`config.mk`:
```
export PLATFORM = sky130hd
export DESIGN_NAME = ram_access_sequencer
export DESIGN_NICKNAME = d
export VERILOG_FILES = /design/src/rtl/ram_access_sequencer.sv
export SDC_FILE = /design/constraint.sdc
export NUM_CORES = 1
export LEC_CHECK = 0
export ABC_AREA = 0
export ABC_CLOCK_PERIOD_IN_PS = 3360
export CAP_MARGIN = 10
export CORE_MARGIN = 3
export CORE_UTILIZATION = 37
export CTS_BUF_LIST = sky130_fd_sc_hd__clkbuf_4 sky130_fd_sc_hd__clkbuf_8 sky130_fd_sc_hd__clkbuf_16
export DETAILED_ROUTE_END_ITERATION = 6
export GPL_TIMING_DRIVEN = 0
export SLEW_MARGIN = 5
export SYNTH_ARGS = -nofsm -noshare
export SYNTH_HDL_FRONTEND = slang
export SYNTH_SLANG_ARGS = --single-unit
export TNS_END_PERCENT = 30
```
`constraint.sdc`:
```
create_clock -name CLK -period 3.36 [get_ports CLK]
set_clock_uncertainty 0.1 [all_clocks]
set_input_delay 0.504 -clock CLK [delete_from_list [all_inputs] [get_ports CLK]]
set_output_delay 0.504 -clock CLK [all_outputs]
set_load 0.02 [all_outputs]
```
`src/rtl/ram_access_sequencer.sv`:
```
// Purpose: turns one CPU load/store (byte/half/word, any alignment) into single-byte RAM accesses.
// Latency: load 2N cycles of RAM access then a response cycle; store N write cycles then a response cycle.
// Backpressure: req_ready is high only in IDLE; one request in flight, no queueing, no back-to-back accept.
//
// Ports:
//   CLK, reset          single clock (also the RAM's RCLK/WCLK), synchronous active-high reset
//   req_*               CPU request: valid/ready handshake, we, size, unsigned, byte address, store data
//   resp_valid/rdata    one-cycle completion pulse; rdata holds the load result (0 after a store)
//   ram_re/raddr/rdata  byte read port of the block-RAM wrapper
//   ram_we/waddr/wdata  byte write port of the block-RAM wrapper
module ram_access_sequencer #(
  parameter int ADDR_W = 11
) (
  input  logic              CLK,
  input  logic              reset,
  input  logic              req_valid,
  output logic              req_ready,
  input  logic              req_we,
  input  logic [1:0]        req_size,
  input  logic              req_unsigned,
  input  logic [ADDR_W-1:0] req_addr,
  input  logic [31:0]       req_wdata,
  output logic              resp_valid,
  output logic [31:0]       resp_rdata,
  output logic              ram_re,
  output logic [ADDR_W-1:0] ram_raddr,
  input  logic [7:0]        ram_rdata,
  output logic              ram_we,
  output logic [ADDR_W-1:0] ram_waddr,
  output logic [7:0]        ram_wdata
);

  typedef enum logic [2:0] {
    IDLE    = 3'd0,
    RD_ADDR = 3'd1,
    RD_CAP  = 3'd2,
    WR      = 3'd3,
    RESP    = 3'd4
  } state_t;

  state_t            state_q, state_d;
  logic              we_q;
  logic [1:0]        size_q;
  logic              uns_q;
  logic [ADDR_W-1:0] addr_q;
  logic [31:0]       wdata_q;
  logic [1:0]        idx_q;
  logic [31:0]       acc_q;
  logic [31:0]       rdata_q;

  logic [1:0]        last_idx;
  logic              is_last;
  logic [ADDR_W-1:0] byte_addr;
  logic [31:0]       merged;
  logic [31:0]       load_result;

  // Size 11 is handled like a word.
  assign last_idx  = (size_q == 2'b00) ? 2'd0 : (size_q == 2'b01) ? 2'd1 : 2'd3;
  assign is_last   = (idx_q == last_idx);
  // Natural modulo-2**ADDR_W wrap; out-of-range bytes are left to the RAM to ignore.
  assign byte_addr = addr_q + ADDR_W'(idx_q);

  // The final byte is still on ram_rdata when the response value is formed,
  // so merge it in combinationally rather than waiting an extra cycle.
  always_comb begin
    merged = acc_q;
    merged[{idx_q, 3'b000} +: 8] = ram_rdata;
    case (size_q)
      2'b00:   load_result = uns_q ? {24'h0, merged[7:0]}
                                   : {{24{merged[7]}}, merged[7:0]};
      2'b01:   load_result = uns_q ? {16'h0, merged[15:0]}
                                   : {{16{merged[15]}}, merged[15:0]};
      default: load_result = merged;
    endcase
  end

  always_comb begin
    state_d    = state_q;
    req_ready  = 1'b0;
    resp_valid = 1'b0;
    ram_re     = 1'b0;
    ram_raddr  = '0;
    ram_we     = 1'b0;
    ram_waddr  = '0;
    ram_wdata  = '0;
    case (state_q)
      IDLE: begin
        req_ready = 1'b1;
        if (req_valid) state_d = req_we ? WR : RD_ADDR;
      end
      RD_ADDR: begin
        ram_re    = 1'b1;
        ram_raddr = byte_addr;
        state_d   = RD_CAP;
      end
      // Address held for a second cycle: the wrapper's output mux follows the live RADDR.
      RD_CAP: begin
        ram_re    = 1'b1;
        ram_raddr = byte_addr;
        state_d   = is_last ? RESP : RD_ADDR;
      end
      WR: begin
        ram_we    = 1'b1;
        ram_waddr = byte_addr;
        ram_wdata = wdata_q[{idx_q, 3'b000} +: 8];
        state_d   = is_last ? RESP : WR;
      end
      RESP: begin
        resp_valid = 1'b1;
        state_d    = IDLE;
      end
      default: state_d = IDLE;
    endcase
  end

  assign resp_rdata = rdata_q;

  always_ff @(posedge CLK) begin
    if (reset) begin
      state_q <= IDLE;
      we_q    <= 1'b0;
      size_q  <= 2'b00;
      uns_q   <= 1'b0;
      addr_q  <= '0;
      wdata_q <= '0;
      idx_q   <= 2'd0;
      acc_q   <= '0;
      rdata_q <= '0;
    end else begin
      state_q <= state_d;
      case (state_q)
        IDLE: begin
          if (req_valid) begin
            we_q    <= req_we;
            size_q  <= req_size;
            uns_q   <= req_unsigned;
            addr_q  <= req_addr;
            wdata_q <= req_wdata;
            idx_q   <= 2'd0;
          end
        end
        RD_CAP: begin
          acc_q <= merged;
          if (is_last) rdata_q <= load_result;
          else         idx_q   <= idx_q + 2'd1;
        end
        WR: begin
          if (is_last) rdata_q <= '0;
          else         idx_q   <= idx_q + 2'd1;
        end
        default: ;
      endcase
    end
  end

endmodule

```
### Word-level counts from Yosys, hierarchy flattened

Index checks and enable logic that the tools add are counted.

| storage, ports and cells | value |
|---|---|
| register bits after elaboration | 115 |
| bits of input ports | 58 |

| cells by class | value |
|---|---|
| $add $sub $neg | 3 |
| equal/unequal tests | 10 |
| shifts and indexed selects | 3 |
| mux-type cells | 24 |
| reduce and logical (&&, ||, !) cells | 9 |

Operators by type and width:

| cell | count |
|---|---|
| $mux 32 | 4 |
| $pmux 32 s2 | 2 |
| $bwmux 32 | 1 |
| $shift 8x7->32 const A | 1 |
| $shiftx 32x6->8 | 1 |
| $shiftx 8x7->32 | 1 |
| $mux 11 | 2 |
| $pmux 3 s4 | 1 |
| $add 11x2->11 | 1 |
| $mux 2 | 5 |
| $mux 3 | 3 |
| $mux 8 | 1 |
| $ne 2x2->1 const B | 4 |
| $neg 5->7 | 1 |
| $eq 3x2->1 const B | 2 |
| $reduce_and 3->1 | 2 |
| $mux 1 | 4 |
| $pmux 2 s2 | 1 |
| $reduce_bool 2->1 | 2 |
| $reduce_or 2->1 | 2 |
| $eq 3x1->1 const B | 1 |
| $eq 3x3->1 const B | 1 |
| $logic_not 3->1 | 1 |
| $add 2x1->2 const B | 1 |
| other kinds (4) | 4 |

### Depth between registers and ports, before layout

| logic depth | value |
|---|---|
| word-level depth | 7 |
| gate-level depth with buffers | 11 |
| depth with buffers taken out | 7 |

### Worst setup path before layout

Ideal clock, no wire load.

| timing | value |
|---|---|
| path type | reg2reg |
| start point | register idx_q[0] |
| end point | register rdata_q[0] (netlist: resp_rdata[0]) |
| arrival | 2569 ps |
| path slack | 621 ps |
| cell stages (with the launch flop) | 9 |
| path through | dfxtp_1 buf_2 buf_2 inv_1 ha_1 nor3b_1 a21oi_1 or4_1 a21oi_1 |

| between the ends | value |
|---|---|
| word-level cells in the longest chain between the ends | 7 |
| elaborated cells between the ends (all ways) | 13 |
| classes of those cells | add/sub (1); eq/ne (3); shift (2); mux (6); reduce/logical (1) |

Ends and longest elaborated chain:

| element | line | source |
|---|---|---|
| start: declaration | 47 | `logic [1:0] idx_q;` |
| start signal: assignment | 145 | `else idx_q <= idx_q + 2'd1;` |
| start signal: assignment | 149 | `else idx_q <= idx_q + 2'd1;` |
| $neg 5->7 | 67 | `merged[{idx_q, 3'b000} +: 8] = ram_rdata;` |
| $shiftx 8x7->32 or $shift 8x7->32 (tied branches) | 67 |  |
| $bwmux 32 | 67 |  |
| $mux 32, on equally long branches | 71, 69 |  |
| $pmux 32 s2 | 68 | `case (size_q)` |
| $mux 32 | 144 | `if (is_last) rdata_q <= load_result;` |
| $pmux 32 s2 | 131 | `case (state_q)` |
| end signal: assignment | 144 |  |
| end: declaration | 49 | `logic [31:0] rdata_q;` |

Several ways; a longest one is shown, not always the timed one. The select of a mux whose other input is x is not followed.
A chain may end at the register's enable or synchronous reset.

### Final worst setup path

| timing | value |
|---|---|
| start point | register idx_q[0] |
| end point | output port ram_wdata[2] |

| between the ends | value |
|---|---|
| word-level cells in the longest chain between the ends | 2 |

Ends and longest elaborated chain:

| element | line | source |
|---|---|---|
| $shiftx 32x6->8 | 105 | `ram_wdata = wdata_q[{idx_q, 3'b000} +: 8];` |
| $mux 8 | 86 | `case (state_q)` |
| end: declaration | 30 | `output logic [7:0] ram_wdata` |

Every way passes these cells.

==> impl_metrics.csv <==
group,metric,value,unit
status,outcome,"complete, no violations",
sta,setup_viol,0,
detailed_routing,vias,4937,
hold_path,min-delay-start,"wdata_q[8]",
synthesis,synth_mux_area_frac,0.0422,
worst_setup_path,critPathMaxFanout,10,
global_route,grt_use_total,0.199,
detailed_routing,drtAntennaViolNets,0,
sta,layout_setup_ws,0.137,ns
sta,finalCritPeriodShare,0.959,
clocking,clock_path_buffers,2,
sta,tns,0,ns
place,dp_cells,925,
worst_setup_path,required,2.76,ns
global_route,antenna_found_initial,0,
synthesis,synth_edf_count,0,
place,hpwl,11.3,mm
cells_and_area,fin_cells,957,
sta,fin_crit,3.22,ns
worst_setup_path,r2r_start,"idx_q[0]",
cells_and_area,syn_to_final_growth,40.4,%
power,p_leak,2.61,nW
die,die_h,125,um
clocking,cts_root_buffer,"clkbuf_16",
cells_and_area,finalNetCount,834,
detailed_routing,drt_pass1_iterations,4,
sta,finalMaxSlewViolations,0,
global_route,grt_pass1_vias,5019,
clocking,clock-sinks,115,
clocking,clkTransAtPathRegs,0.05,ns
synthesis,synth-compound-area-share,0.186,
global_route,grt_overflow,0,
synthesis,synth-simple-area-share,0.248,
worst_setup_path,crit_path_start,"idx_q[0]",
detailed_routing,wl_per_cell,16.1,um
worst_setup_path,path_class,"register to primary output",
sta,hold_viol,0,
global_route,grt_max_degree,17,
place,place_worst_setup_slack,-0.346,ns
synthesis,synthArstFlopShare,0,
clocking,cts_setup_buffers,0,
detailed_routing,drt-total-wl,15.4,mm
detailed_routing,drtIter0Drc,262,
global_route,grt_pass1_wl,25.1,mm
die,num_rows,42,
die,die_width,125,um
cells_and_area,final_layout_size_suffix_gt1_frac,0.0743,
sta,fmax,0.310,GHz
detailed_routing,viasPerCell,5.16,
clocking,htree_levels,4,
power,powerDensity,546,nW/um^2
sta,relSlewSlack,0.509,
synthesis,syn_inst,626,
clocking,numCtsBuffers,17,
sta,rsz0062_at_grt,"false",
synthesis,synth_area_per_cell,8.33,um^2
place,gp_congestion,0.848,
synthesis,ys_types,48,
synthesis,yosysSeqAreaShare,0.441,
synthesis,ys_warn_count,0,
synthesis,synth_fp_nets,692,
detailed_routing,wl_met2,7.35,mm
detailed_routing,met1_length,6.69,mm
detailed_routing,drc,0,
sta,holdWs,0.351,ns
place,port_buffers,123,
die,io_pins,124,
clocking,holdBufCountCts,0,
worst_setup_path,start_kind,"register",
cells_and_area,layout_common_cells,"121 x nand2_1, 117 x clkdlybuf4s50_1, 114 x dfxtp_1",
synthesis,synth_xor_area_frac,0.0168,
worst_setup_path,endpoint_kind,"primary output",
synthesis,synth_top_family_by_area,"simple AND/OR/NAND/NOR gates",
worst_setup_path,cp_data_arrival_time,2.62,ns
detailed_routing,met3WireLength,1.08,mm
synthesis,synthFlopType,"dfxtp_1",
die,core,13500,um^2
synthesis,synth_fa_ha_area_frac,0.0206,
hold_path,min_path_type,"register to register",
detailed_routing,highest_layer,"met4",
cells_and_area,final_common_cell,"nand2_1",
power,vdd_drop_max,0.338,mV
synthesis,ys_ff_latch,115,
run,drv_cap,0,
cells_and_area,diodes,0,
die,dieArea,15600,um^2
synthesis,synth_area,5220,um^2
clocking,clock_latency,0.41,ns
clocking,tritoncts,"done",
sta,worst_slew_pin_slew,0.735,ns
die,start_util,0.386,
path summary, 6_finish.rpt:
kind                            slack, ns  depth (start not counted)             to
worst max-delay path                 0.14                          5   ram_wdata[2]
worst min register to register       0.35                          2     wdata_q[8]
worst max register to register       0.40                          8  resp_rdata[2]
worst min-delay path                 0.35                          2     wdata_q[8]
cell families after synthesis:
| group | count (synthesis) |
|---|---|
| simple gates | 274 |
| compound gates | 148 |
| flops | 115 |
| buf+inv | 59 |
| mux | 12 |
| xor+xnor | 10 |
| fa+ha+maj | 8 |
layout make-up:
type / instances / area [um^2]
Tap cell: 176 / 220
Clock inverter: 10 / 153
Inverter: 12 / 45.0
Sequential cell: 115 / 2300
Timing Repair Buffer: 123 / 1220
Clock buffer: 22 / 488
Fill cell: 1261 / 6180
Multi-Input combinational cell: 452 / 2690
Buffer: 47 / 209
routing by layer:
| layer | global-route usage | vias up |
|---|---|---|
| met4 | 0.0780 | 0 |
| met2 | 0.331 | 153 |
| met1 | 0.241 | 2282 |
| met3 | 0.0613 | 24 |
| met5 | 0 | - |
| li1 | - | 2478 |
what timing repair did:
item | 4_1_cts | 5_1_grt
endpoints found under the setup margin | 25 | 19
gates resized for setup | 12 | 11
endpoints found under the hold margin | 0 | 0
state kept, by name (all words and copies together), names as in the netlist:
name,flops
acc_q,32
addr_q,11
idx_q,2
resp_rdata,32
size_q,2
state_q,3
uns_q,1
wdata_q,32
power breakdown:
group | internal [mW] | switching (mW) | leakage [nW]
Combinational | 0.241 | 0.324 | 1.35
Sequential | 1.45 | 0.0526 | 0.937
Clock | 1.32 | 0.616 | 0.319
Total | 3.01 | 0.993 | 2.61
cell usage after synthesis, types with 6 or more instances:
cell type | instances | area, um^2
a22oi_1 | 19 | 143
ha_1 | 7 | 87.6
dfxtp_1 | 115 | 2300
nor3_1 | 6 | 30.0
buf_2 | 6 | 30.0
a22o_1 | 16 | 140
nand2_1 | 121 | 454
mux4_2 | 8 | 180
inv_1 | 12 | 45.0
a211oi_1 | 13 | 97.6
xor2_1 | 6 | 52.6
o21ai_0 | 6 | 30.0
nor2_1 | 57 | 214
or4_1 | 9 | 67.6
clkbuf_1 | 37 | 139
nor2b_1 | 8 | 50.1
o2bb2ai_1 | 8 | 70.1
a21oi_1 | 68 | 340
and3_1 | 11 | 68.8
nand3_1 | 22 | 110
nand2b_1 | 18 | 113
through the flow:
step	total power [mW]	utilization	cell area [um^2]
after floorplan	1.84	-	5220
after global placement	2.08	0.494	6670
after detailed placement	2.09	0.494	6670
after CTS	4.03	0.542	7320
after global routing	4.15	0.542	7320
final	4.00	0.542	7320
critical path: stages, from the launching register on:
cell and delay (ns):
dfxtp_1 0.45, buf_4 0.24, buf_4 0.24, mux4_2 0.52, and3_1 0.22, clkdlybuf4s50_1 0.54
Note: power is estimated with default switching activity, not from simulation.
